[src/rtl/uart_tx_arbiter.sv]
// uart_tx_arbiter
//   Shares one byte-level UART transmitter between NUM_REQ requesters.
//   Round-robin arbitration at message granularity: the winner keeps the
//   transmitter until the byte flagged with req_last has been sent.
//   One o_tx_start pulse is issued per byte, paced on i_tx_busy.
//
// Parameters
//   NUM_REQ       number of requesters (>= 1)
//   IDLE_TIMEOUT  LOCKED-state clocks without a transfer before an idle owner
//                 is forcibly released (used only with ARB_TIMEOUT_EN)
//
// Optional feature macro: ARB_TIMEOUT_EN (idle-owner release counter)
//
// Ports
//   i_clk           system clock
//   i_rst_n         synchronous reset, active low
//   i_req_valid     requester i has a byte on i_req_data[8*i+:8]
//   i_req_data      packed byte per requester
//   i_req_last      byte of requester i ends its message
//   o_req_ready     one-hot accept strobe for the owner (LOCKED only)
//   o_tx_start      1-cycle pulse: transmitter latches o_tx_byte
//   o_tx_byte       byte to transmit, held until the next transfer
//   i_tx_busy       transmitter is framing a byte
//   o_grant_active  a requester currently owns the transmitter
//   o_grant_id      owner index, valid while o_grant_active=1
module uart_tx_arbiter #(
  parameter int unsigned NUM_REQ      = 4,
  parameter int unsigned IDLE_TIMEOUT = 1024,
  localparam int unsigned IDW = (NUM_REQ > 1) ? $clog2(NUM_REQ) : 1
) (
  input  logic                 i_clk,
  input  logic                 i_rst_n,
  input  logic [NUM_REQ-1:0]   i_req_valid,
  input  logic [8*NUM_REQ-1:0] i_req_data,
  input  logic [NUM_REQ-1:0]   i_req_last,
  output logic [NUM_REQ-1:0]   o_req_ready,
  output logic                 o_tx_start,
  output logic [7:0]           o_tx_byte,
  input  logic                 i_tx_busy,
  output logic                 o_grant_active,
  output logic [IDW-1:0]       o_grant_id
);

  if (NUM_REQ < 1 || IDLE_TIMEOUT < 1 || IDLE_TIMEOUT > 65535) begin : g_bad_param
    $error("uart_tx_arbiter: NUM_REQ must be >= 1 and IDLE_TIMEOUT in 1..65535");
  end

  typedef enum logic [1:0] {
    S_IDLE,
    S_LOCKED,
    S_WAIT_BUSY,
    S_WAIT_DONE
  } state_t;

  state_t         r_state, w_state_nxt;
  logic [IDW-1:0] r_ptr, w_ptr_nxt;
  logic [IDW-1:0] r_gid, w_gid_nxt;
  logic           r_tx_start, w_tx_start_nxt;
  logic [7:0]     r_tx_byte, w_tx_byte_nxt;
  logic           r_last, w_last_nxt;

  logic           w_found;
  logic [IDW-1:0] w_win;
  int unsigned    w_idx;
  logic [IDW-1:0] w_idx_n;
  logic [7:0]     w_gdata;
  logic           w_gvalid;
  logic           w_glast;
  logic [IDW-1:0] w_ptr_adv;

`ifdef ARB_TIMEOUT_EN
  logic [15:0]    r_idle_cnt, w_idle_cnt_nxt;
`endif

  // First valid requester at or after the pointer, wrapping NUM_REQ-1 -> 0.
  always_comb begin
    w_found = 1'b0;
    w_win   = '0;
    w_idx   = 0;
    w_idx_n = '0;
    for (int unsigned i = 0; i < NUM_REQ; i++) begin
      w_idx = 32'(r_ptr) + i;
      if (w_idx >= NUM_REQ) w_idx = w_idx - NUM_REQ;
      w_idx_n = IDW'(w_idx);
      if (!w_found && i_req_valid[w_idx_n]) begin
        w_found = 1'b1;
        w_win   = w_idx_n;
      end
    end
  end

  // Owner's byte via a constant-index mux.
  always_comb begin
    w_gdata = '0;
    for (int unsigned i = 0; i < NUM_REQ; i++) begin
      if (IDW'(i) == r_gid) w_gdata = i_req_data[8*i +: 8];
    end
  end

  assign w_gvalid  = i_req_valid[r_gid];
  assign w_glast   = i_req_last[r_gid];
  assign w_ptr_adv = (r_gid == IDW'(NUM_REQ - 1)) ? '0 : r_gid + IDW'(1);

  always_comb begin
    w_state_nxt    = r_state;
    w_ptr_nxt      = r_ptr;
    w_gid_nxt      = r_gid;
    w_tx_start_nxt = 1'b0;
    w_tx_byte_nxt  = r_tx_byte;
    w_last_nxt     = r_last;
    o_req_ready    = '0;
`ifdef ARB_TIMEOUT_EN
    w_idle_cnt_nxt = r_idle_cnt;
`endif
    case (r_state)
      S_IDLE: begin
        if (w_found) begin
          w_gid_nxt   = w_win;
          w_state_nxt = S_LOCKED;
`ifdef ARB_TIMEOUT_EN
          w_idle_cnt_nxt = '0;
`endif
        end
      end
      S_LOCKED: begin
        o_req_ready[r_gid] = !i_tx_busy;
        if (w_gvalid && !i_tx_busy) begin
          w_tx_start_nxt = 1'b1;
          w_tx_byte_nxt  = w_gdata;
          w_last_nxt     = w_glast;
          w_state_nxt    = S_WAIT_BUSY;
`ifdef ARB_TIMEOUT_EN
          w_idle_cnt_nxt = '0;
        end else if (r_idle_cnt >= 16'(IDLE_TIMEOUT) && !w_gvalid) begin
          // Idle owner released exactly as if its last byte had gone out.
          w_ptr_nxt   = w_ptr_adv;
          w_state_nxt = S_IDLE;
        end else if (r_idle_cnt < 16'(IDLE_TIMEOUT)) begin
          w_idle_cnt_nxt = r_idle_cnt + 16'd1;
`endif
        end
      end
      S_WAIT_BUSY: begin
        if (i_tx_busy) w_state_nxt = S_WAIT_DONE;
      end
      S_WAIT_DONE: begin
        if (!i_tx_busy) begin
          if (r_last) begin
            w_ptr_nxt   = w_ptr_adv;
            w_state_nxt = S_IDLE;
          end else begin
            w_state_nxt = S_LOCKED;
          end
        end
      end
      default: w_state_nxt = S_IDLE;
    endcase
  end

  always_ff @(posedge i_clk) begin
    if (!i_rst_n) begin
      r_state    <= S_IDLE;
      r_ptr      <= '0;
      r_gid      <= '0;
      r_tx_start <= 1'b0;
      r_tx_byte  <= '0;
      r_last     <= 1'b0;
`ifdef ARB_TIMEOUT_EN
      r_idle_cnt <= '0;
`endif
    end else begin
      r_state    <= w_state_nxt;
      r_ptr      <= w_ptr_nxt;
      r_gid      <= w_gid_nxt;
      r_tx_start <= w_tx_start_nxt;
      r_tx_byte  <= w_tx_byte_nxt;
      r_last     <= w_last_nxt;
`ifdef ARB_TIMEOUT_EN
      r_idle_cnt <= w_idle_cnt_nxt;
`endif
    end
  end

  assign o_tx_start     = r_tx_start;
  assign o_tx_byte      = r_tx_byte;
  assign o_grant_active = (r_state != S_IDLE);
  assign o_grant_id     = r_gid;

endmodule

[config.mk]
export PLATFORM = sky130hd
export DESIGN_NAME = uart_tx_arbiter
export DESIGN_NICKNAME = d
export VERILOG_FILES = /design/src/rtl/uart_tx_arbiter.sv
export SDC_FILE = /design/constraint.sdc
export NUM_CORES = 1
export LEC_CHECK = 0
export CORE_ASPECT_RATIO = 1.2
export CORE_MARGIN = 1.5
export CORE_UTILIZATION = 36
export DETAILED_ROUTE_END_ITERATION = 10
export PLACE_DENSITY = 0.74
export SYNTH_ARGS = -nofsm -noshare
export SYNTH_HDL_FRONTEND = slang
export SYNTH_SLANG_ARGS = --single-unit
[constraint.sdc]
create_clock -name i_clk -period 1.7 [get_ports i_clk]
set_input_delay 0.34 -clock i_clk [delete_from_list [all_inputs] [get_ports i_clk]]
set_output_delay 0.34 -clock i_clk [all_outputs]
set_load 0.02 [all_outputs]
==> results.cfg <==
[status]
status = finished, final reports clean

[timing]
rsz0062_at_grt = true
clock_skew_ns = 0.00171
timing.slew.headroom_pct = 79.5
final_max_slew_viol_count = 0
hold_violations = 0
holdWs_ns = 0.505
setup_viol = 0
period_share_pct = 99.3
fmax_mhz = 592
period_minus_slack_ns = 1.69
tightest_slew_ns = 0.303

[yosys]
synth_top_area_share_pct = 27.9
synth_top_cell_by_area = dfxtp_1
syn_nets = 177
async_flop_share_pct = 0
syn_inst = 126
ys_seq_area_share_pct = 27.9
synth-seq-cells = 16
synthTopCellsByCount = 16 x dfxtp_1, 16 x nor2b_1, 13 x nand2_1
synth_flop_cell = dfxtp_1
syn_area_per_cell_um2 = 9.13
yosys_warnings = 0
syn_area_um2 = 1150
yosys.cell_types.count = 34
synth.area.top_cells = dfxtp_1 28%, ha_1 8.7%, nor2b_1 8.7%
synth-edff-count = 0

[die]
core_area_um2 = 3060
die-area_um2 = 3540
die_w_um = 54.6
pin_count = 59
fp-row-count = 22
start_util_pct = 37.6
dieHeight_um = 64.9

[finish]
final_area_um2 = 2120
area_growth_pct = 84.7
num-fill-cells = 244
final_nets = 260
antenna_cells = 0
drive_gt1_share_pct = 33.7

[clocking]
cts_buffers = 3
cts_tree = yes
clkTransAtPathRegs_ns = 0.10
clock_path_buffers = 2
htree_levels = 1
clk_latency_ns = 0.28
cts.sinks = 16
cts_hold_buf = 0
cts_root_buffer = clkbuf_4

[critical_path]
required_ns = 1.94
critPathLaunchType = flip-flop
cp_max_fo = 9
path_class = reg2reg
cp-end-kind = flip-flop
arrival_ns = 1.92

[routing]
drc_errors = 0
totalWireLength_um = 3820
dr.pass1.iters = 4
wl_per_cell_um = 15.7
drt_iter0_markers = 37
vias = 1341
routed_via_density = 5.50
postRouteAntennaNets = 0

[pwr]
p_leak_nw = 0.900
power_density_nw_per_um2 = 921
worst_ir_drop_vdd_mv = 0.881

[run]
max_cap_violations = 0

[global_routing]
grt_pass1_wl_um = 5400
antenna_found_initial = 0
grtUsageTotal_pct = 20.5
gr-total-overflow = 0
grt_pass1_vias = 1256
grt_max_degree = 18

[placed_design]
place.port_buffers = 58
dp_hpwl_um = 2710
place_area_um2 = 1910
place.gp.congestion = 0.733

[hold_path]
hold_path_class = reg2reg
## cell usage in the layout, fill, tap and decap left out, types with 2 or more instances in the layout
cell type / synthesis / layout
dfxtp_2: 0 / 2
inv_1: 6 / 5
o311ai_2: 2 / 6
a221oi_2: 0 / 7
a21boi_0: 3 / 3
mux2i_1: 3 / 3
clkbuf_4: 0 / 3
nand3b_1: 2 / 2
dlygate4sd2_1: 0 / 5
dfxtp_4: 0 / 2
clkdlybuf4s50_1: 0 / 48
buf_6: 1 / 5
and2_4: 1 / 6
dfxtp_1: 16 / 12
nor2_1: 4 / 3
ha_1: 8 / 6
ha_4: 0 / 2
a21oi_1: 3 / 2
nand2_1: 13 / 13
o211a_1: 8 / 8
nor2b_1: 16 / 15
buf_4: 0 / 26
o311ai_1: 0 / 2
## flip-flops by register name, summed over array words and instances, names as in the netlist
| register | count |
|---|---|
| r_state | 2 |
| r_ptr | 2 |
| r_last | 1 |
| o_tx_byte | 8 |
| o_grant_id | 2 |
| o_tx_start | 1 |
## worst paths after layout
path                                                  from                        end  slack, ns  cells past startpoint
worst max-delay path            o_grant_id[0]$_SDFFE_PN0P_  o_tx_byte[0]$_SDFFE_PN0P_       0.01                      5
worst min-delay path             o_tx_byte[7]$_SDFFE_PN0P_  o_tx_byte[7]$_SDFFE_PN0P_       0.51                      1
worst max register to register  o_grant_id[0]$_SDFFE_PN0P_  o_tx_byte[0]$_SDFFE_PN0P_       0.01                      5
worst min register to register   o_tx_byte[7]$_SDFFE_PN0P_  o_tx_byte[7]$_SDFFE_PN0P_       0.51                      1
## report_power, final
part / internal (mW) / switching (mW)
clock: 0.0852 / 0.126
sequential: 0.444 / 0.0470
combinational: 0.678 / 0.575
## cell families (layout without fill, tap and decap cells)
kind of cell / after synthesis / count (layout) / share of synthesized area [%]
buffers and inverters: 14 / 95 / 6.20
adder cells (fa/ha/maj): 8 / 8 / 8.71
flip-flops: 16 / 16 / 27.9
multiplexers: 5 / 5 / 6.86
AO/OA/AOI/OAI: 37 / 37 / 28.6
AND/OR/NAND/NOR: 46 / 47 / 21.8
## critical path: stages (launching register included)
cell,delay [ns]
dfxtp_4,0.40
mux4_2,0.57
buf_6,0.15
and2_4,0.20
o311ai_1,0.12
o211a_1,0.19
## per-layer routing
metal	part of all wire, %	track usage [%]	up-vias
li1	-	-	644
met1	40	23.1	650
met2	54	37.1	40
met3	4.7	2.76	7
met4	1.3	7.50	0
met5	0	0	-
## cell type report
cell class,count,area (µm²),share of cell area (%)
inverters,6,22.5,1.06
clock inverters,1,3.75,0.177
flip-flops and latches,16,330,15.6
clock buffers,3,22.5,1.06
repair buffers,85,781,36.8
well taps,36,45.0,2.12
multi-input cells,97,918,43.3
## metrics by stage
step / TNS (ns) / cells / setup WS [ns] / utilization [%] / power (mW)
2_1_floorplan: 0 / 126 / 0.0310 / - / 0.994
3_3_place_gp: -5.17 / 236 / -0.441 / 62.7 / 1.47
3_5_place_dp: -5.55 / 236 / -0.481 / 62.7 / 1.50
4_1_cts: -0.0281 / 241 / -0.0281 / 63.6 / 1.74
5_1_grt: -0.237 / 244 / -0.0498 / 69.5 / 2.07
6_report: 0 / 244 / 0.0117 / 69.5 / 1.96
## repair_timing
action	in CTS	in global routing
gates resized for setup	34	38
hold endpoints to repair	0	0
pin swaps	5	13
endpoints found under the setup margin	12	14
gates cloned	0	1
setup buffers	1	2
Note: power is estimated with default switching activity, not from simulation.
